**config.mk**
```make
export PLATFORM = sky130hd
export DESIGN_NAME = reset_sequencer
export DESIGN_NICKNAME = d
export VERILOG_FILES = /design/src/rtl/reset_seq_pkg.sv /design/src/rtl/seq_timer.sv /design/src/rtl/reset_sequencer.sv
export SDC_FILE = /design/constraint.sdc
export NUM_CORES = 1
export LEC_CHECK = 0
export BUFFER_PORTS_ARGS = -buffer_cell sky130_fd_sc_hd__buf_4
export CAP_MARGIN = 20
export CORE_UTILIZATION = 25
export CTS_CLUSTER_SIZE = 12
export DETAILED_ROUTE_END_ITERATION = 10
export GPL_TIMING_DRIVEN = 0
export PLACE_DENSITY = 0.37
export SLEW_MARGIN = 30
export SYNTH_ARGS = -nofsm -noshare
export SYNTH_HDL_FRONTEND = slang
export SYNTH_SLANG_ARGS = --single-unit
export TNS_END_PERCENT = 30
```
**constraint.sdc**
```tcl
create_clock -name clk -period 5.3 [get_ports clk]
set_input_delay 0.265 -clock clk [delete_from_list [all_inputs] [get_ports clk]]
set_output_delay 0.265 -clock clk [all_outputs]
set_load 0.01 [all_outputs]
```
**src/rtl/reset_seq_pkg.sv**
```systemverilog
// Shared types and sizing helpers for the staged reset sequencer.
package reset_seq_pkg;

  typedef enum logic [1:0] {
    HOLD       = 2'd0,
    WAIT_READY = 2'd1,
    DONE       = 2'd2,
    ERROR      = 2'd3
  } seq_state_e;

  // Wide enough to hold the larger of the two terminal counts without wrapping.
  function automatic int counter_width(input int hold_cycles, input int timeout_cycles);
    int max_cycles;
    max_cycles = (hold_cycles > timeout_cycles) ? hold_cycles : timeout_cycles;
    return $clog2(max_cycles + 1);
  endfunction

  function automatic int index_width(input int num_stages);
    return (num_stages > 1) ? $clog2(num_stages) : 1;
  endfunction

endpackage

```
**src/rtl/seq_timer.sv**
```systemverilog
// Clearable saturating up-counter with a terminal-count flag; shared by the
// hold phase and the ready-timeout phase of the sequencer.
module seq_timer
  import reset_seq_pkg::*;
#(
  parameter int Width = counter_width(16, 1024)
) (
  input  logic             clk,
  input  logic             reset,
  input  logic             clr_i,
  input  logic             en_i,
  input  logic [Width-1:0] limit_i,
  output logic             tc_o
);

  logic [Width-1:0] count_q;
  logic [Width-1:0] count_d;

  // Next count: clear wins, otherwise count up and stick at all-ones.
  always_comb begin
    count_d = count_q;
    if (clr_i) begin
      count_d = '0;
    end else if (en_i && (count_q != {Width{1'b1}})) begin
      count_d = count_q + Width'(1);
    end else begin
      count_d = count_q;
    end
  end

  // Count register.
  always_ff @(posedge clk or posedge reset) begin
    if (reset) begin
      count_q <= '0;
    end else begin
      count_q <= count_d;
    end
  end

  // True on the edge that completes limit_i counted edges since the last clear.
  assign tc_o = ({1'b0, count_q} + (Width + 1)'(1)) >= {1'b0, limit_i};

endmodule

```
**src/rtl/reset_sequencer.sv**
```systemverilog
// Releases NumStages reset domains one at a time, waiting for each stage's
// ready before holding off and releasing the next; flags a stage that times out.
module reset_sequencer
  import reset_seq_pkg::*;
#(
  parameter int NumStages     = 3,
  parameter int HoldCycles    = 16,
  parameter int TimeoutCycles = 1024
) (
  input  logic                                clk,
  input  logic                                reset,
  input  logic                                sw_reset_req,
  input  logic [NumStages-1:0]                stage_ready,
  output logic [NumStages-1:0]                stage_reset,
  output logic                                all_ready,
  output logic                                error,
  output logic [index_width(NumStages)-1:0]   error_stage
);

  localparam int IdxW = index_width(NumStages);
  localparam int CntW = counter_width(HoldCycles, TimeoutCycles);
  localparam logic [CntW-1:0] HoldLimit    = CntW'(HoldCycles);
  localparam logic [CntW-1:0] TimeoutLimit = CntW'(TimeoutCycles);
  localparam logic [IdxW-1:0] LastIdx      = IdxW'(NumStages - 1);

  seq_state_e state_q, state_d;
  logic [IdxW-1:0]      idx_q, idx_d;
  logic [NumStages-1:0] stage_reset_q, stage_reset_d;
  logic                 all_ready_q, all_ready_d;
  logic                 error_q, error_d;
  logic [IdxW-1:0]      error_stage_q, error_stage_d;

  logic [NumStages-1:0] prior_mask_s;
  logic                 lost_ready_s;
  logic                 cur_ready_s;
  logic                 restart_s;
  logic                 timer_clr_s;
  logic                 timer_en_s;
  logic                 timer_tc_s;
  logic [CntW-1:0]      timer_limit_s;

  // Stages whose ready must stay high: those already handed off, or all in DONE.
  always_comb begin
    prior_mask_s = '0;
    for (int k = 0; k < NumStages; k++) begin
      if (state_q == DONE) begin
        prior_mask_s[k] = 1'b1;
      end else if (((state_q == HOLD) || (state_q == WAIT_READY)) && (k < int'(idx_q))) begin
        prior_mask_s[k] = 1'b1;
      end else begin
        prior_mask_s[k] = 1'b0;
      end
    end
  end

  assign lost_ready_s  = |(prior_mask_s & ~stage_ready);
  assign cur_ready_s   = stage_ready[idx_q];
  assign timer_limit_s = (state_q == WAIT_READY) ? TimeoutLimit : HoldLimit;

  seq_timer #(
    .Width (CntW)
  ) u_timer (
    .clk     (clk),
    .reset   (reset),
    .clr_i   (timer_clr_s),
    .en_i    (timer_en_s),
    .limit_i (timer_limit_s),
    .tc_o    (timer_tc_s)
  );

  // Next-state logic; restart requests outrank ready and timeout.
  always_comb begin
    state_d    = state_q;
    idx_d      = idx_q;
    restart_s  = 1'b0;
    timer_en_s = 1'b0;
    if (sw_reset_req || lost_ready_s) begin
      state_d   = HOLD;
      idx_d     = '0;
      restart_s = 1'b1;
    end else begin
      case (state_q)
        HOLD: begin
          timer_en_s = 1'b1;
          if (timer_tc_s) begin
            state_d = WAIT_READY;
          end else begin
            state_d = HOLD;
          end
        end
        WAIT_READY: begin
          timer_en_s = 1'b1;
          if (cur_ready_s) begin
            if (idx_q == LastIdx) begin
              state_d = DONE;
            end else begin
              state_d = HOLD;
              idx_d   = idx_q + IdxW'(1);
            end
          end else if (timer_tc_s) begin
            state_d = ERROR;
          end else begin
            state_d = WAIT_READY;
          end
        end
        DONE:  state_d = DONE;
        ERROR: state_d = ERROR;
        default: begin
          state_d   = HOLD;
          idx_d     = '0;
          restart_s = 1'b1;
        end
      endcase
    end
  end

  assign timer_clr_s = restart_s || (state_d != state_q) || (idx_d != idx_q);

  // Output values are derived from the next state so they land with it.
  always_comb begin
    stage_reset_d = '1;
    for (int k = 0; k < NumStages; k++) begin
      if (state_d == DONE) begin
        stage_reset_d[k] = 1'b0;
      end else if (k < int'(idx_d)) begin
        stage_reset_d[k] = 1'b0;
      end else if ((k == int'(idx_d)) && (state_d == WAIT_READY)) begin
        stage_reset_d[k] = 1'b0;
      end else begin
        stage_reset_d[k] = 1'b1;
      end
    end
    all_ready_d   = (state_q == DONE) && (state_d == DONE);
    error_d       = (state_d == ERROR);
    if (state_d == ERROR) begin
      error_stage_d = idx_d;
    end else begin
      error_stage_d = '0;
    end
  end

  // State and output registers.
  always_ff @(posedge clk or posedge reset) begin
    if (reset) begin
      state_q       <= HOLD;
      idx_q         <= '0;
      stage_reset_q <= '1;
      all_ready_q   <= 1'b0;
      error_q       <= 1'b0;
      error_stage_q <= '0;
    end else begin
      state_q       <= state_d;
      idx_q         <= idx_d;
      stage_reset_q <= stage_reset_d;
      all_ready_q   <= all_ready_d;
      error_q       <= error_d;
      error_stage_q <= error_stage_d;
    end
  end

  assign stage_reset = stage_reset_q;
  assign all_ready   = all_ready_q;
  assign error       = error_q;
  assign error_stage = error_stage_q;

endmodule

```
==> flow_summary_export.csv <==
group,metric,value,unit
status,outcome,"finished, final reports clean",
pwr,leakage,0.743,nW
pwr,total_power,0.000358,W
synth,synth.ff_latch_count,22,
final_layout,multi_input_area,875,µm²
cts,clock_sinks,22,
synth,synth_enable_flop_cells,0,
sta,clock_skew,0.00108,ns
synth,synth_top_area_share,32.0,%
global_routing,grt_pass1_vias,1187,
die,initial_core_util,26.5,%
job,maxCapViolCount,0,
global_routing,grt_pass1_wl,5.99,mm
drt,wl_per_cell,14.4,µm
die,die_y,79.1,µm
cts,cts_hold_buffers,0,
global_routing,grt-ovfl-total,0,
sta,min_period,2.61,ns
cts,cts_tree,"built",
cts,clock_latency,0.27,ns
final_layout,n_antenna_cell,0,
global_routing,grt_usage,12.3,%
cts,cts_setup_buffers,0,
drt,viasPerCell,5.00,
sta,hold_viol,0,
sta,fin_tns_setup,0,ns
drt,dr.pass1.iters,4,
cts,cts_buffers,3,
drt,vias,1204,
critical_path,arrival,2.77,ns
die,rows,27,
critical_path,cp-start-kind,"flip-flop",
die,core-area,0.00561,mm²
critical_path,critPathKind,"reg2reg",
synth,ys_async_sr_fraction,100,%
synth,synth.distinct_cells,48,
final_layout,nets,182,
final_layout,final_util,31.0,%
drt,drtIter0Drc,108,
die,die_w,79.1,µm
min_path,hold_path.class,"in2async",
sta,max_slew_margin,54.9,%
placed_design,portBuffers,12,
cts,cts-htree-levels,1,
synth,synthesis.area,0.00149,mm²
sta,worst_pin_slew,0.671,ns
sta,max_freq,384,MHz
final_layout,nFillCells,620,
synth,netlist.top_cell.by_area,"dfrtp_1",
final_layout,syn_to_final_growth,16.9,%
critical_path,cp-end-kind,"flip-flop",
die,die_area,0.00626,mm²
global_routing,antenna_found_initial,0,
synth,synth_area_leaders,"dfrtp_1, nor3_2, dfstp_2",
critical_path,worst-path-max-fanout,7,
synth,avgSynthCellArea,9.72,µm²
cts,path_clk_slew,0.09,ns
pwr,vdd_drop_max,79.2,µV
synth,syn_nets,165,
cts,clockBufferDepth,2,
sta,rsz0062_at_grt,"false",
placed_design,place_congestion,0.750,
sta,slew_violations,0,
drt,routed_wl,3.48,mm
global_routing,grt_max_degree,23,
sta,setup_violations,0,
cts,clockRootBuffer,"clkbuf_8",
synth,synth.most_common_cell,"dfrtp_1",
final_layout,regArea,554,µm²
synth,synthTopCellsByCount,"dfrtp_1, nand3_1, nor3_2",
die,pin_count,13,
cts,postCtsResizedCells,0,
synth,synth_flop_cell,"dfrtp_1",
critical_path,critPathRequiredTime,5.47,ns
drt,antenna_left,0,
sta,post-route-period-util,49.2,%
drt,drc,0,
final_layout,drive_gt1_share,24.3,%
placed_design,hpwl,2.55,mm
synth,ys_seq_area_share,37.3,%
pwr,powerDensity,206,mW/mm²
synth,netlist_instances,153,
synth,yosys_warnings,0,
==> registers in the layout, summed over array words and instances, names as in the netlist <==
signal / flops
all_ready: 1
stage_reset: 3
u_timer.count_q: 11
error_stage: 2
error: 1
idx_q: 2
state_q: 2
==> per-layer routing <==
layer  up-vias  GRT usage (%)  share of wire [%]
met4         0           3.82               0.72
met5         -              0                  0
met1       570           17.8                 51
li1        596              -                  -
met3         2           2.07                4.7
met2        36           18.4                 43
==> worst paths after layout <==
kind	slack (ns)	to	cells after the start	start
min in group clk	0.23	state_q[0]$_DFF_PP0_	2	sw_reset_req
max in group asynchronous	4.92	stage_reset[1]$_DFF_PP1_	2	reset
worst min register to register	0.62	u_timer.count_q[10]$_DFFE_PP0P_	2	u_timer.count_q[10]$_DFFE_PP0P_
worst max register to register	2.69	error_stage[0]$_DFF_PP0_	10	u_timer.count_q[0]$_DFFE_PP0P_
worst min-delay path	0.02	error_stage[0]$_DFF_PP0_	2	reset
worst max-delay path	2.69	error_stage[0]$_DFF_PP0_	10	u_timer.count_q[0]$_DFFE_PP0P_
==> critical path, stage by stage, from the launching register on <==
cell and delay, ns:
dfrtp_1 0.46, ha_1 0.27, and4_4 0.29, nand3_1 0.12
xnor2_1 0.16, ha_1 0.17, a41oi_1 0.26, o21ai_1 0.15
nor3b_2 0.35, inv_2 0.09, and3_1 0.18
==> placed cells by master (no fill, tap or decap), drive strengths merged, types with 4 or more instances in the layout <==
master   n
dfrtp   19
xnor2    5
nor2     7
inv      9
o21ai   10
nor3    12
and4     4
nand4    4
nand2    7
xor2     7
nand3   10
ha       6
clkbuf   4
a21oi    4
buf     15
and3     5
nor2b    4
==> report_power, final <==
part | internal [W] | switching (W) | total [W]
combinational | 0.00000761 | 0.0000141 | 0.0000217
clock | 0.000101 | 0.0000622 | 0.000163
sequential | 0.000170 | 0.00000327 | 0.000173
total | 0.000278 | 0.0000795 | 0.000358
==> final cells by class <==
class                      instances  area share (%)
multi-input combinational        118            50.3
sequential                        22            31.9
timing repair buffer              12            5.18
tap                               72            5.18
clock buffer                       3            2.37
inverter                           9            1.94
clock inverter                     1            1.73
buffer                             4            1.44
==> cells by family after synthesis <==
group,Yosys count,synth area share [%]
AND/OR/NAND/NOR,63,28.8
AO/OA/AOI/OAI,35,16.5
flip-flops,22,37.3
buffers and inverters,13,3.95
XOR/XNOR,12,7.06
adder cells (fa/ha/maj),6,5.05
multiplexers,2,1.35
==> metrics by stage <==
step	instances	cell area (µm²)	hold slack, ns	worst slack, ns
after global placement	237	1670	0.510	2.67
after global routing	241	1740	0.0543	2.45
after detailed placement	237	1670	0.524	2.67
final	241	1740	0.0188	2.69
after floorplan	153	1490	0.252	3.06
after CTS	241	1740	0.229	2.65
(Power assumes the default switching activity.)
